[src/rtl/iobus_pkg.sv]
// Shared definitions for MicroBlaze MCS IO bus peripherals: register offsets,
// CTRL bit positions and the byte-lane write merge.
package iobus_pkg;

   localparam logic [2:0] OFS_CTRL     = 3'd0;
   localparam logic [2:0] OFS_LOAD     = 3'd1;
   localparam logic [2:0] OFS_COUNT    = 3'd2;
   localparam logic [2:0] OFS_STATUS   = 3'd3;
   localparam logic [2:0] OFS_PRESCALE = 3'd4;

   localparam int CTRL_EN          = 0;
   localparam int CTRL_AUTO_RELOAD = 1;
   localparam int CTRL_IRQ_EN      = 2;

   function automatic logic [31:0] be_merge(input logic [31:0] old_val,
                                            input logic [31:0] new_val,
                                            input logic [3:0]  be);
      logic [31:0] merged;
      merged = old_val;
      for (int i = 0; i < 4; i++)
         if (be[i]) merged[8*i +: 8] = new_val[8*i +: 8];
      return merged;
   endfunction

endpackage

[src/rtl/iobus_if.sv]
// MicroBlaze MCS IO bus signal bundle; the CPU side is master, peripherals are slaves.
interface iobus_if;
   logic        io_addr_strobe;
   logic        io_read_strobe;
   logic        io_write_strobe;
   logic [31:0] io_address;
   logic [3:0]  io_byte_enable;
   logic [31:0] io_write_data;
   logic [31:0] io_read_data;
   logic        io_ready;

   modport master (
      output io_addr_strobe, io_read_strobe, io_write_strobe,
             io_address, io_byte_enable, io_write_data,
      input  io_read_data, io_ready
   );

   modport slave (
      input  io_addr_strobe, io_read_strobe, io_write_strobe,
             io_address, io_byte_enable, io_write_data,
      output io_read_data, io_ready
   );
endinterface

[src/rtl/iobus_slave_if.sv]
// Reusable IO bus responder front end: window decode, one-cycle ready pipeline
// and read-data gating. The peripheral supplies read data combinationally.
module iobus_slave_if #(
   parameter logic [31:0] BASE_ADDRESS   = 32'hC0003000,
   parameter logic [31:0] ADDRESS_STRIDE = 32'h1000
) (
   input  logic       io_clk,
   input  logic       io_rst,
   iobus_if.slave     bus,
   output logic       o_wr,
   output logic       o_reg_hit,
   output logic [2:0] o_reg_idx,
   input  logic [31:0] i_rd_data
);

   localparam logic [31:0] OFS_MASK = ADDRESS_STRIDE - 32'd1;

   logic        w_sel;
   logic        w_rd;
   logic [26:0] w_ofs_hi;
   logic        r_ready;
   logic [31:0] r_rdata;

   assign w_sel = bus.io_addr_strobe &&
                  ((bus.io_address & ~OFS_MASK) == BASE_ADDRESS);

   // A combined read+write strobe is a write and returns zero data.
   assign o_wr = w_sel && bus.io_write_strobe;
   assign w_rd = w_sel && bus.io_read_strobe && !bus.io_write_strobe;

   // Only the first eight words decode to registers; the rest of the window is empty.
   assign w_ofs_hi  = bus.io_address[31:5] & OFS_MASK[31:5];
   assign o_reg_hit = (w_ofs_hi == '0);
   assign o_reg_idx = bus.io_address[4:2];

   always_ff @(posedge io_clk or posedge io_rst) begin
      if (io_rst) begin
         r_ready <= 1'b0;
         r_rdata <= '0;
      end else begin
         r_ready <= w_sel;
         r_rdata <= w_rd ? i_rd_data : '0;
      end
   end

   assign bus.io_ready     = r_ready;
   assign bus.io_read_data = r_ready ? r_rdata : '0;

endmodule

[src/rtl/iobus_timer.sv]
// Down-counting timer on the MCS IO bus: prescaler, load/auto-reload,
// sticky expiry flag and registered level interrupt.
module iobus_timer
   import iobus_pkg::*;
#(
   parameter logic [31:0] BASE_ADDRESS   = 32'hC0003000,
   parameter logic [31:0] ADDRESS_STRIDE = 32'h1000,
   parameter int          PRESCALE_WIDTH = 16
) (
   input  logic   io_clk,
   input  logic   io_rst,
   iobus_if.slave bus,
   output logic   irq
);

   logic                      w_wr;
   logic                      w_reg_hit;
   logic [2:0]                w_reg_idx;
   logic [31:0]               w_rd_data;
   logic [31:0]               w_wdata;
   logic [3:0]                w_be;
   logic                      w_wr_ctrl;
   logic                      w_wr_load;
   logic                      w_wr_count;
   logic                      w_wr_pre;
   logic                      w_status_clr;
   logic                      w_tick;
   logic                      w_expire;
   logic [PRESCALE_WIDTH-1:0] w_pre_wr_val;

   logic                      r_en;
   logic                      r_auto;
   logic                      r_irq_en;
   logic [31:0]               r_load;
   logic [31:0]               r_count;
   logic                      r_expired;
   logic [PRESCALE_WIDTH-1:0] r_prescale;
   logic [PRESCALE_WIDTH-1:0] r_pre_cnt;
   logic                      r_irq;

   iobus_slave_if #(
      .BASE_ADDRESS   (BASE_ADDRESS),
      .ADDRESS_STRIDE (ADDRESS_STRIDE)
   ) u_slave (
      .io_clk    (io_clk),
      .io_rst    (io_rst),
      .bus       (bus),
      .o_wr      (w_wr),
      .o_reg_hit (w_reg_hit),
      .o_reg_idx (w_reg_idx),
      .i_rd_data (w_rd_data)
   );

   assign w_wdata = bus.io_write_data;
   assign w_be    = bus.io_byte_enable;

   assign w_wr_ctrl    = w_wr && w_reg_hit && (w_reg_idx == OFS_CTRL) && w_be[0];
   assign w_wr_load    = w_wr && w_reg_hit && (w_reg_idx == OFS_LOAD);
   assign w_wr_count   = w_wr && w_reg_hit && (w_reg_idx == OFS_COUNT);
   assign w_wr_pre     = w_wr && w_reg_hit && (w_reg_idx == OFS_PRESCALE);
   assign w_status_clr = w_wr && w_reg_hit && (w_reg_idx == OFS_STATUS) &&
                         w_be[0] && w_wdata[0];

   assign w_tick   = r_en && (r_pre_cnt == r_prescale);
   assign w_expire = w_tick && (r_count == '0);

   always_comb begin
      w_pre_wr_val = r_prescale;
      for (int i = 0; i < PRESCALE_WIDTH; i++)
         if (w_be[i/8]) w_pre_wr_val[i] = w_wdata[i];
   end

   always_comb begin
      w_rd_data = '0;
      if (w_reg_hit) begin
         case (w_reg_idx)
            OFS_CTRL:     w_rd_data = {29'd0, r_irq_en, r_auto, r_en};
            OFS_LOAD:     w_rd_data = r_load;
            OFS_COUNT:    w_rd_data = r_count;
            OFS_STATUS:   w_rd_data = {31'd0, r_expired};
            OFS_PRESCALE: w_rd_data = 32'(r_prescale);
            default:      w_rd_data = '0;
         endcase
      end
   end

   always_ff @(posedge io_clk or posedge io_rst) begin
      if (io_rst) begin
         r_en       <= 1'b0;
         r_auto     <= 1'b0;
         r_irq_en   <= 1'b0;
         r_load     <= '0;
         r_count    <= '0;
         r_expired  <= 1'b0;
         r_prescale <= '0;
         r_pre_cnt  <= '0;
         r_irq      <= 1'b0;
      end else begin
         if (!r_en || w_tick) r_pre_cnt <= '0;
         else                 r_pre_cnt <= r_pre_cnt + {{(PRESCALE_WIDTH-1){1'b0}}, 1'b1};

         // A bus write to COUNT replaces the tick update for that cycle.
         if (w_wr_count)
            r_count <= be_merge(r_count, w_wdata, w_be);
         else if (w_tick) begin
            if (r_count != '0) r_count <= r_count - 32'd1;
            else if (r_auto)   r_count <= r_load;
         end

         if (w_wr_ctrl) begin
            r_en     <= w_wdata[CTRL_EN];
            r_auto   <= w_wdata[CTRL_AUTO_RELOAD];
            r_irq_en <= w_wdata[CTRL_IRQ_EN];
         end else if (w_expire && !r_auto) begin
            r_en <= 1'b0;
         end

         if (w_wr_load) r_load     <= be_merge(r_load, w_wdata, w_be);
         if (w_wr_pre)  r_prescale <= w_pre_wr_val;

         if (w_expire)          r_expired <= 1'b1;
         else if (w_status_clr) r_expired <= 1'b0;

         r_irq <= r_expired && r_irq_en;
      end
   end

   assign irq = r_irq;

endmodule
[src/flat_wrapper.sv]
// flat-port wrapper written by rule: the top's interface ports become plain ports
module iobus_timer_flat import iobus_pkg::*;
#(
   parameter logic [31:0] BASE_ADDRESS   = 32'hC0003000,
   parameter logic [31:0] ADDRESS_STRIDE = 32'h1000,
   parameter int          PRESCALE_WIDTH = 16
)
  (io_clk, io_rst, irq, bus_io_addr_strobe, bus_io_read_strobe, bus_io_write_strobe, bus_io_address, bus_io_byte_enable, bus_io_write_data, bus_io_read_data, bus_io_ready);
  iobus_if bus_i ();
  input  logic io_clk;
  input  logic io_rst;
  output logic irq;
  input wire logic [$bits(bus_i.io_addr_strobe)-1:0] bus_io_addr_strobe;
  input wire logic [$bits(bus_i.io_read_strobe)-1:0] bus_io_read_strobe;
  input wire logic [$bits(bus_i.io_write_strobe)-1:0] bus_io_write_strobe;
  input wire logic [$bits(bus_i.io_address)-1:0] bus_io_address;
  input wire logic [$bits(bus_i.io_byte_enable)-1:0] bus_io_byte_enable;
  input wire logic [$bits(bus_i.io_write_data)-1:0] bus_io_write_data;
  output wire logic [$bits(bus_i.io_read_data)-1:0] bus_io_read_data;
  output wire logic [$bits(bus_i.io_ready)-1:0] bus_io_ready;
  assign bus_i.io_addr_strobe = bus_io_addr_strobe;
  assign bus_i.io_read_strobe = bus_io_read_strobe;
  assign bus_i.io_write_strobe = bus_io_write_strobe;
  assign bus_i.io_address = bus_io_address;
  assign bus_i.io_byte_enable = bus_io_byte_enable;
  assign bus_i.io_write_data = bus_io_write_data;
  assign bus_io_read_data = bus_i.io_read_data;
  assign bus_io_ready = bus_i.io_ready;
  iobus_timer #(.BASE_ADDRESS(BASE_ADDRESS), .ADDRESS_STRIDE(ADDRESS_STRIDE), .PRESCALE_WIDTH(PRESCALE_WIDTH)) u_core (.io_clk(io_clk), .io_rst(io_rst), .bus(bus_i), .irq(irq));
endmodule
[config.mk]
export PLATFORM = sky130hd
export DESIGN_NAME = iobus_timer_flat
export DESIGN_NICKNAME = d
export VERILOG_FILES = /design/src/rtl/iobus_pkg.sv /design/src/rtl/iobus_if.sv /design/src/rtl/iobus_slave_if.sv /design/src/rtl/iobus_timer.sv /design/src/flat_wrapper.sv
export SDC_FILE = /design/constraint.sdc
export NUM_CORES = 1
export LEC_CHECK = 0
export ABC_AREA = 1
export CAP_MARGIN = 30
export CORE_ASPECT_RATIO = 1.75
export CORE_MARGIN = 5
export CORE_UTILIZATION = 25
export CTS_CLUSTER_DIAMETER = 50
export DETAILED_ROUTE_END_ITERATION = 10
export DONT_BUFFER_PORTS = 1
export PLACE_DENSITY_LB_ADDON = 0.08
export SETUP_SLACK_MARGIN = 0.4
export SLEW_MARGIN = 20
export SYNTH_ARGS = -nofsm -noshare
export SYNTH_HDL_FRONTEND = slang
export SYNTH_HIERARCHICAL = 1
export SYNTH_SLANG_ARGS = --single-unit
[constraint.sdc]
create_clock -name io_clk -period 3.3 [get_ports io_clk]
set_input_delay 0.66 -clock io_clk [delete_from_list [all_inputs] [get_ports io_clk]]
set_output_delay 0.66 -clock io_clk [all_outputs]
set_load 0.02 [all_outputs]
==> results by group, run 1 <==
Run status
  – Status: complete, no violations

Placement
  – GPL Wtd Cong: roughly 0.85
  – Hpwl dp: 23400 um
  – Dpl ws: slightly above 300 ps
  – Buffers on Ports: 0
  – Cell Count Post-Placement: 1626
  – Dpl cell area: 8730 um2

Global routing
  – Global-route wire length before repair: 45800 um
  – Vias in the first global route: 7551
  – GRT Residual Overflow: 0
  – Initial antenna violation count: 0
  – GR Util All Layers: 16.6%
  – Largest net degree at the start of global routing: 102

Pwr
  – Comb power frac: 2.4%
  – Cell Int Power: between 2 and 3 mW
  – Pwr dens: 399 nW/um2
  – Sequential power share: 44.0%
  – Worst VDD drop: 360 uV
  – Clock power frac: 53.5%
  – Sw Ratio: 22.7%
  – Sw power: 0.849 mW
  – LEAKAGE: 4.78 nW

Clock tree
  – Clock Latency Late Sink: ~450 ps
  – Max Root-Sink Buffers: 2
  – Hold buffers post-CTS: 0
  – # clock sinks: ~130
  – Clk root buf: clkbuf_16
  – CTS Buf Count: 17
  – Clock H-tree levels: 4
  – Post-CTS setup buffers: 0
  – CTS tree: done
  – Post-CTS sizing: 0
  – Worst-path clk slew: 60 ps

Critical path
  – Critical path required time: 3680 ps
  – Reg2Reg Setup Slack: 1020 ps
  – Crit end category: flip-flop
  – Crit path from: bus_io_address[25]
  – CP Max Fanout: 14
  – CP endpoint: u_core/r_count[7]
  – CP Cell Sequence: nor2_1 -> nand2_1 -> nor2_2 -> nand3_1 -> nor2_1 -> nand2_1 -> inv_1 -> nand2_2 -> inv_2 -> nand2_1 -> nand3_2 -> nand2_1 -> nand2_1
  – CP startpoint kind: primary input
  – R2R cell count: 12
  – CP arrival: between 2000 and 3000 ps
  – Worst path depth: 13
  – Crit Path Class: primary input to flip-flop
  – Crit path top cell by count: nand2_1
  – Max stage delay on crit path: 330 ps
  – Worst r2r src: u_core/r_count[0]
  – FF-to-FF End: u_core/r_count[18]
  – Worst path bufs/invs: 2
  – Top delay family on crit path: simple AND/OR/NAND/NOR gates
  – Slowest CP cell: inv_2

Synthesis
  – Syn avg cell area: 6.66 um2
  – Distinct cells, synth: 41
  – Mapped Cells: 1238
  – Register area share after synthesis: 40.7%
  – Register bit total from synthesis: 134
  – Syn nets: 1314
  – Yosys warnings: 6
  – Cell Area, Synth: 8250 um2

Worst hold path
  – Hold Path Class: primary input to async pin

Finish
  – Fin cells: 1658
  – Design Area, Final: 9340 um2
  – Nets@finish: 1316
  – Layout overhead on the synthesized area: 13.3%
  – Layout cells sized above 1: 7.83%

Die
  – Row count: between 80 and 90
  – CORE AREA: 32800 um2
  – Die Wd: 147 um
  – Initial core utilization: 25.1%
  – Die H: ~250 um
  – Die area: 36900 um2
  – Io pins: 107

Drt
  – DR WL/cell: around 18 um
  – Via Count: around 7500
  – Drt first pass iters: 5
  – DRT antenna net count: 0
  – DR vias/cell: 4.55
  – DRC viols: 0
  – DR iter-0 viols: 356
  – Aggregate routed wire length: 30100 um

Run
  – Max Cap Violations: 0

Timing
  – Total negative slack: 0 ps
  – Final slew viol count: 0
  – Final Hold Viols: 0
  – Final critical-path share of the clock period: roughly three quarters
  – Minimum clock period: 2520 ps
  – Max frequency: 396 MHz
  – Max Clock Skew: ~12 ps
  – Slew @ Worst Pin: 672 ps
  – RSZ-0062 raised after global routing: false
  – Setup WS post-layout: roughly 800 ps
  – Slew HR: 55.1%
  – Final setup vio count: 0
==> worst reg2reg max path, stage by stage, from the launching register on <==
cell and delay (ps):
dfrtp_1 420, inv_1 170, ha_1 290, nand2_1 200, nor2_1 190, nand2_1 160, inv_1 230, nand3_1 100
nand3_1 160, nand3_1 100, nand2_1 90, nand2_1 60, nand2_1 60
==> kinds of logic (layout without fill, tap and decap cells) <==
family | after synthesis | in the layout | share of synthesized area, %
and+or+nand+nor | 726 | 726 | 37.1
buffers and inverters | 231 | 245 | 11.1
DFF | 134 | 134 | 40.7
AOI/OAI and AO/OA | 123 | 123 | 8.38
xor gates and xnor gates | 20 | 20 | 2.12
adders and majority gates | 3 | 3 | 0.455
muxes | 1 | 1 | 0.137
other | 0 | 1 | 0
==> cell usage after synthesis (all sizes together) <==
master | instances | area [um2]
clkbuf | 16 | 60.1
nor4 | 4 | 25.0
and2 | 1 | 6.26
a221oi | 3 | 26.3
ha | 3 | 37.5
o21a | 3 | 22.5
xor2 | 18 | 158
mux2 | 1 | 11.3
nand2 | 439 | 1670
nor2 | 172 | 741
o22ai | 3 | 18.8
buf | 18 | 116
nor3b | 4 | 30.0
o21bai | 3 | 22.5
o221ai | 10 | 87.6
o21ai | 60 | 304
nand3 | 89 | 490
nand4 | 5 | 37.5
a21oi | 41 | 209
or2 | 4 | 25.0
dfrtp | 134 | 3350
inv | 196 | 736
clkinv | 1 | 3.75
nor3 | 8 | 40.0
xnor2 | 2 | 17.5
==> worst min path at each step <==
stage | start | to | slack (ps) | depth (start not counted)
floorplan | u_core/r_irq_en | u_core/irq | 430 | 2
global placement | u_core/r_expired | u_core/irq | 460 | 2
detailed placement | u_core/r_irq_en | u_core/irq | 470 | 2
CTS | io_rst | u_core/u_slave/r_rdata[23] | 190 | 2
global route | io_rst | u_core/u_slave/r_rdata[23] | 230 | 2
finish | io_rst | u_core/u_slave/r_rdata[23] | 200 | 2
==> area by class of cell <==
class	instances	area, um2
multi-input combinational	873	3990
inverter	197	743
tap	405	507
timing repair buffer	17	140
sequential	134	3350
clock inverter	11	151
antenna	1	2.50
clock buffer	20	457
fill	3707	23500
==> per-layer routing <==
| metal | part of all wire [%] | global-route usage (%) | wire, um |
|---|---|---|---|
| met5 | 0 | 0 | 0 |
| met4 | 3.2 | 5.68 | 950 |
| met3 | 3.4 | 3.64 | 1030 |
| met2 | 58 | 33.9 | 17600 |
| met1 | 35 | 15.8 | 10500 |
==> stage by stage <==
stage / utilization (%) / hold slack [ps] / power, mW
3_5_place_dp: 26.6 / 472 / 1.77
2_1_floorplan: - / 432 / 1.73
5_1_grt: 28.5 / 230 / 3.88
3_3_place_gp: 26.6 / 459 / 1.77
6_report: 28.5 / 196 / 3.73
4_1_cts: 28.5 / 193 / 3.81
==> power by group through the flow <==
stage | clock network (mW) | registers (mW) | logic (mW)
3_3_place_gp | 0 | 1.67 | 0.0967
2_1_floorplan | 0 | 1.67 | 0.0597
5_1_grt | 2.14 | 1.64 | 0.104
6_report | 2.00 | 1.64 | 0.0912
3_5_place_dp | 0 | 1.67 | 0.0966
4_1_cts | 2.07 | 1.64 | 0.0969
==> sequential cells by signal, summed over array words and instances (netlist names) <==
signal / cells
u_core/r_count: 32
u_core/r_pre_cnt: 16
u_core/u_slave/bus.io_ready: 1
u_core/r_prescale: 16
u_core/r_irq_en: 1
u_core/r_en: 1
u_core/irq: 1
u_core/u_slave/r_rdata: 32
u_core/r_auto: 1
u_core/r_expired: 1
u_core/r_load: 32
==> layout by cell type, fill, tap and decap left out, drive strengths merged <==
cell type	count
nand2	439
inv	195
nor2	172
dfrtp	134
nand3	89
o21ai	60
a21oi	41
clkbuf	20
xor2	18
buf	17
o221ai	10
nor3	8
clkinvlp	5
nand4	5
clkinv	5
nor3b	4
nor4	4
or2	4
bufinv	3
o21bai	3
o22ai	3
a221oi	3
o21a	3
ha	3
xnor2	2
diode	1
and2	1
mux2	1
Power figures use the tool's default switching activity.
==> inputs of run 2 (changes only) <==
--- a/config.mk
+++ b/config.mk
@@ -5,7 +5,7 @@
 export SDC_FILE = /design/constraint.sdc
 export NUM_CORES = 1
 export LEC_CHECK = 0
-export ABC_AREA = 1
+export ABC_AREA = 0
 export CAP_MARGIN = 30
 export CORE_ASPECT_RATIO = 1.75
 export CORE_MARGIN = 5
==> constraint.sdc (replaced) <==
create_clock -name io_clk -period 2.5 [get_ports io_clk]
set_input_delay 0.5 -clock io_clk [delete_from_list [all_inputs] [get_ports io_clk]]
set_output_delay 0.5 -clock io_clk [all_outputs]
set_load 0.02 [all_outputs]
==> results by group, run 2 <==
Placement
  – Buffers on Ports: 0 (unchanged)
  – GPL Wtd Cong: 0.851 (about the same)
  – Hpwl dp: 22500 um (-3.6%)
  – Dpl cell area: 9020 um2 (+3.3%)

Die
  – Die area: 34500 um2 (-6.5%)
  – Row count: 85 (-3.4%)
  – Die H: 242 um (-3.4%)
  – Die Wd: 143 um (-3.3%)
  – Initial core utilization: 25.2% (+0.032 points)
  – CORE AREA: 30500 um2 (-7.0%)
  – Io pins: 107 (unchanged)

Drt
  – Via Count: 6547 (-13%)
  – DR vias/cell: 5.06 (+11%)
  – Aggregate routed wire length: 29200 um (-2.8%)
  – DRC viols: 0 (unchanged)
  – DR iter-0 viols: 259 (-27%)
  – DR WL/cell: 22.6 um (+25%)
  – DRT antenna net count: 0 (unchanged)
  – Drt first pass iters: 5 (unchanged)

Synthesis
  – Compound-gate portion of the synthesized area: 11.9% (+3.6 points)
  – Largest family of logic cells by synthesized area: simple AND/OR/NAND/NOR gates
  – Yosys warnings: 6 (unchanged)
  – Synthesized-area fraction occupied by adder cells: 0.489% (+0.034 points)
  – Post-synthesis mux area share: 9.46% (+9.3 points)
  – Synth Flop Type: dfrtp_1
  – Xor and xnor area share after synthesis: 5.47% (+3.3 points)
  – Mapped Cells: 798 (-36%)
  – Syn nets: 874 (-33%)
  – Distinct cells, synth: 59 (+44%)
  – Area leader, netlist: dfrtp_1
  – Syn avg cell area: 9.63 um2 (+44%)
  – Largest cells by area after synthesis: dfrtp_1, mux2_2, nor2_1, xor2_1, and4_1
  – Register bit total from synthesis: 134 (unchanged)
  – Count leader, synth: dfrtp_1
  – Cell Area, Synth: 7680 um2 (-6.9%)
  – Area share of the largest cell type after synthesis: 43.7% (+3.0 points)
  – Post-synth EDFFs: 0 (unchanged)
  – Register area share after synthesis: 43.7% (+3.0 points)
  – Post-synth top cells: dfrtp_1, nor2_1, mux2_2
  – Fraction of registers with async set or reset after synthesis: 100% (unchanged)
  – Simple-gate area share of the yosys netlist: 25.1% (-12 points)

Finish
  – Final design utilization: 34.1% (+5.7 points)
  – Layout cells sized above 1: 32.9% (+25 points)
  – Nets@finish: 966 (-27%)
  – # fillers: 3081 (-17%)
  – Commonest non-fill, non-tap cell in the layout: dfrtp_1
  – Most frequent cells in the layout: dfrtp_1, nor2_1, buf_4
  – Layout overhead on the synthesized area: 35.6%
  – Biggest regs: u_core/r_count: 32 flops, u_core/r_load: 32 flops, u_core/u_slave/r_rdata: 32 flops
  – # diodes: 0 (-1)
  – Design Area, Final: 10400 um2 (+11%)

Clock tree
  – Worst-path clk slew: 60 ps (about the same)
  – Clock H-tree levels: 4 (unchanged)
  – Clk root buf: clkbuf_16
  – CTS tree: done
  – Clock Latency Late Sink: 450 ps (about the same)
  – # clock sinks: 134 (unchanged)
  – CTS Buf Count: 17 (unchanged)
  – Max Root-Sink Buffers: 2 (unchanged)

Global routing
  – GR Util All Layers: 16.7% (+0.15 points)
  – Largest net degree at the start of global routing: 56 (-45%)
  – Initial antenna violation count: 0 (unchanged)
  – Global-route wire length before repair: 43300 um (-5.3%)
  – Vias in the first global route: 6865 (-9.1%)
  – GRT Residual Overflow: 0 (unchanged)

Run
  – Max Cap Violations: 0 (unchanged)

Timing
  – Slew HR: 62.6% (+7.4 points)
  – Slew @ Worst Pin: 556 ps (-115 ps)
  – Final Hold Viols: 0 (unchanged)
  – Final slew viol count: 0 (unchanged)
  – RSZ-0062 raised after global routing: true
  – Final setup vio count: 14 (+14)
  – Minimum clock period: about 2600 ps
  – Setup WS post-layout: -72.2 ps (-849 ps)
  – Max frequency: 389 MHz
  – Final critical-path share of the clock period: 103%
  – Max Clock Skew: 11.2 ps (-0.758 ps)

Critical path
  – CP startpoint kind: flip-flop
  – Crit end category: flip-flop
  – CP arrival: 2900 ps (about the same)
  – Critical path required time: 2830 ps (-850 ps)
  – Crit Path Class: flip-flop to flip-flop
  – CP Max Fanout: 6 (-8)

Run status
  – Status: finished with violations
  – Failing checks: setup timing

Worst hold path
  – Hold Path Class: primary input to async pin

Pwr
  – Worst VDD drop: 504 uV (+40%)
  – LEAKAGE: 4.80 nW (+0.29%)
  – Design Power: 4.90 mW (+31%)
  – Pwr dens: 471 nW/um2 (+18%)
-- run 2: area by class of cell --
cell class | count | area, um2 | share of cell area (%)
Tap cell | 391 | 489 | 4.70
Timing Repair Buffer | 132 | 1250 | 12.0
Clock inverter | 10 | 119 | 1.14
Clock buffer | 22 | 484 | 4.65
Sequential cell | 134 | 3350 | 32.2
Multi-Input combinational cell | 597 | 4690 | 45.0
Inverter | 8 | 33.8 | 0.324
-- run 2: what timing repair did --
action	in CTS	in global routing
buffers inserted	11	10
endpoints found under the hold margin	14	0
cloned	0	3
gates resized for setup	30	104
setup endpoints to repair	105	95
hold buffers	1	0
pin swaps	13	29
-- run 2: worst max-delay path, stage by stage, from the launching register on --
cell and delay, ps:
dfrtp_1 380, or4_4 580, or4_4 540, nor3_4 190
a311oi_4 160, or2_0 230, buf_4 160, o211a_1 210
-- run 2: worst paths after layout --
check                           depth (start not counted)                    endpoint                  from  slack [ps]
worst max-delay path                                    7          u_core/r_count[10]     u_core/r_count[8]         -70
worst min register to register                          1                  u_core/irq       u_core/r_irq_en         520
max in group asynchronous                               3          u_core/r_count[10]                io_rst        1250
worst max register to register                          7          u_core/r_count[10]     u_core/r_count[8]         -70
worst min-delay path                                    2  u_core/u_slave/r_rdata[18]                io_rst          30
min in group io_clk                                     2           u_core/r_count[6]  bus_io_write_data[6]         180
-- run 2: metal layers --
metal	GRT usage [%]	vias to the layer above	wire length, um
li1	-	3075	-
met5	0	-	0
met1	17.3	3283	10600
met2	32.2	147	16700
met4	6.97	0	881
met3	2.79	42	1050
-- run 2: cells by family after synthesis --
| group | Yosys count |
|---|---|
| buf+inv | 67 |
| xor+xnor | 48 |
| simple gates | 348 |
| compound gates | 133 |
| fa+ha+maj | 3 |
| mux | 65 |
| flops | 134 |
-- run 2: power by group --
| group | total [mW] | switching [mW] | internal [mW] | leakage [nW] |
|---|---|---|---|---|
| Clock | 2.61 | 1.03 | 1.58 | 0.301 |
| Combinational | 0.119 | 0.0879 | 0.0311 | 2.64 |
| Sequential | 2.17 | 0.000000217 | 2.17 | 1.86 |
| Total | 4.90 | 1.12 | 3.78 | 4.80 |
-- run 2: stage by stage --
stage | worst slack [ps] | hold WS, ps | TNS [ps] | std cells
detailed placement | -306 | 424 | -13310 | 1237
finish | -72.2 | 25.1 | -449 | 1294
global route | -142 | 62.8 | -2550 | 1294
global placement | -285 | 430 | -13150 | 1237
floorplan | -251 | 459 | -9560 | 798
CTS | -87.5 | 22.6 | -867 | 1281
==> inputs of run 3 (changes only) <==
--- a/config.mk
+++ b/config.mk
@@ -10,6 +10,7 @@
 export CORE_ASPECT_RATIO = 1.75
 export CORE_MARGIN = 5
 export CORE_UTILIZATION = 25
+export CTS_BUF_LIST = sky130_fd_sc_hd__clkbuf_4 sky130_fd_sc_hd__clkbuf_8
 export CTS_CLUSTER_DIAMETER = 50
 export DETAILED_ROUTE_END_ITERATION = 10
 export DONT_BUFFER_PORTS = 1
==> results by group, run 3 (synthesized netlist as in run 2, its figures left out) <==
Timing
  – Slew HR: 61.9% (-0.63 points)
  – Setup WS post-layout: -74.8 ps (-2.69 ps)
  – WHS: 135 ps (+110 ps)
  – Max frequency: 388 MHz (-0.10%)
  – Slew @ Worst Pin: 566 ps (+9.30 ps)
  – Final setup vio count: 18 (+4)
  – Final slew viol count: 0 (unchanged)
  – Total negative slack: -607 ps (-158 ps)
  – RSZ-0062 raised after global routing: true
  – Minimum clock period: 2570 ps (+2.69 ps)
  – Max Clock Skew: 17.8 ps (+6.64 ps)
  – Final Hold Viols: 0 (unchanged)
  – Final critical-path share of the clock period: 103% (+0.11 points)

Global routing
  – GRT Residual Overflow: 0 (unchanged)
  – Initial antenna violation count: 0 (unchanged)
  – Vias in the first global route: 6930 (+0.95%)
  – Largest net degree at the start of global routing: 56 (unchanged)
  – GR Util All Layers: 16.9% (+0.15 points)
  – Global-route wire length before repair: 43800 um (+1.1%)

Clock tree
  – # clock sinks: 134 (unchanged)
  – Clk root buf: clkbuf_8
  – Clock Latency Late Sink: 490 ps (+40 ps)
  – CTS tree: done
  – Max Root-Sink Buffers: 2 (unchanged)
  – Clock H-tree levels: 4 (unchanged)
  – CTS Buf Count: 17 (unchanged)
  – Worst-path clk slew: 90 ps (+30 ps)

Die
  – CORE AREA: 30500 um2 (unchanged)
  – Row count: 85 (unchanged)
  – Die H: 242 um (unchanged)
  – Initial core utilization: 25.2% (unchanged)
  – Die Wd: 143 um (unchanged)
  – Die area: 34500 um2 (unchanged)
  – Io pins: 107 (unchanged)

Finish
  – # fillers: 3118 (+1.2%)
  – Fin cells: 1286 (-0.62%)
  – Layout cells sized above 1: 32.6% (-0.26 points)
  – Layout overhead on the synthesized area: 31.0%
  – Most frequent cells in the layout: dfrtp_1, nor2_1, buf_4
  – Nets@finish: 958 (-0.83%)
  – Commonest non-fill, non-tap cell in the layout: dfrtp_1
  – Design Area, Final: 10100 um2 (-3.4%)
  – # diodes: 0 (unchanged)
  – Biggest regs: u_core/r_count: 32 flops, u_core/r_load: 32 flops, u_core/u_slave/r_rdata: 32 flops

Placement
  – Hpwl dp: 22500 um (unchanged)
  – GPL Wtd Cong: 0.851 (unchanged)
  – Buffers on Ports: 0 (unchanged)
  – Cell Count Post-Placement: 1237 (unchanged)
  – Dpl cell area: 9020 um2 (unchanged)

Pwr
  – LEAKAGE: 4.57 nW (-4.8%)
  – Pwr dens: 421 nW/um2 (-11%)
  – Worst VDD drop: 329 uV (-35%)

Run status
  – Status: finished with violations
  – Failing checks: setup timing

Drt
  – Via Count: 6583 (+0.55%)
  – DRT antenna net count: 0 (unchanged)
  – DR WL/cell: 22.6 um (+0.12%)
  – DR iter-0 viols: 279 (+7.7%)
  – Aggregate routed wire length: 29100 um (-0.50%)
  – DRC viols: 0 (unchanged)
  – Drt first pass iters: 4 (-1)
  – DR vias/cell: 5.12 (+1.2%)

Worst hold path
  – Hold Path Class: primary input to flip-flop

Run
  – Max Cap Violations: 0 (unchanged)

Critical path
  – Crit Path Class: flip-flop to flip-flop
  – Critical path required time: 2860 ps (+30 ps)
  – CP arrival: 2940 ps (+40 ps)
  – Crit end category: flip-flop
  – CP startpoint kind: flip-flop
  – CP Max Fanout: 6 (unchanged)
==> run 3: area by class of cell <==
class | instances | area, um2 | area share [%]
multi-input cells | 597 | 4570 | 45.4
flip-flops and latches | 134 | 3350 | 33.3
repair buffers | 124 | 1200 | 12.0
well taps | 391 | 489 | 4.86
clock buffers | 22 | 297 | 2.95
clock inverters | 10 | 119 | 1.18
inverters | 8 | 33.8 | 0.336
==> run 3: metrics by stage <==
| step | power (mW) | utilization (%) | setup slack (ps) |
|---|---|---|---|
| floorplan | 2.29 | - | -251 |
| global placement | 2.33 | 29.5 | -285 |
| detailed placement | 2.33 | 29.5 | -306 |
| CTS | 4.32 | 31.9 | -81.5 |
| global route | 4.39 | 33.0 | -142 |
| finish | 4.24 | 33.0 | -74.8 |
==> run 3: what timing repair did <==
action	CTS	global route
hold buffers	1	0
gates cloned	2	3
hold endpoints to repair	47	0
pin swaps	19	21
setup endpoints to repair	99	73
resized for setup	43	46
buffers inserted	9	2
==> run 3: layer usage <==
metal  part of all wire [%]  vias up  track usage (%)
li1                       -     3060                -
met1                     35     3296             17.4
met4                    3.7        0             6.77
met5                      0        -                0
met2                     57      179             32.3
met3                    4.3       48             3.38
==> run 3: worst paths after layout <==
kind                                   endpoint  slack (ps)  cells after the start                  from
setup / recovery             u_core/r_count[10]         -70                      7    u_core/r_count[11]
hold / removal                u_core/r_count[6]         140                      2  bus_io_write_data[6]
setup reg to reg             u_core/r_count[10]         -70                      7    u_core/r_count[11]
hold reg to reg                u_core/r_load[0]         510                      2      u_core/r_load[0]
max in group asynchronous     u_core/r_count[8]        1280                      3                io_rst
min in group asynchronous  u_core/r_prescale[1]         540                      2                io_rst
==> run 3: report_power, final <==
group,switching [mW],leakage [nW],internal [mW],total [mW]
combinational,0.0864,2.49,0.0303,0.117
clock,0.945,0.217,1.01,1.95
sequential,0.000000221,1.86,2.17,2.17
==> run 3: critical path: stages, from the launching register on <==
cell	delay (ps)
dfrtp_1	380
or4_4	580
or4_4	540
nor3_4	190
a311oi_4	170
or2_0	240
buf_4	160
o211a_1	210
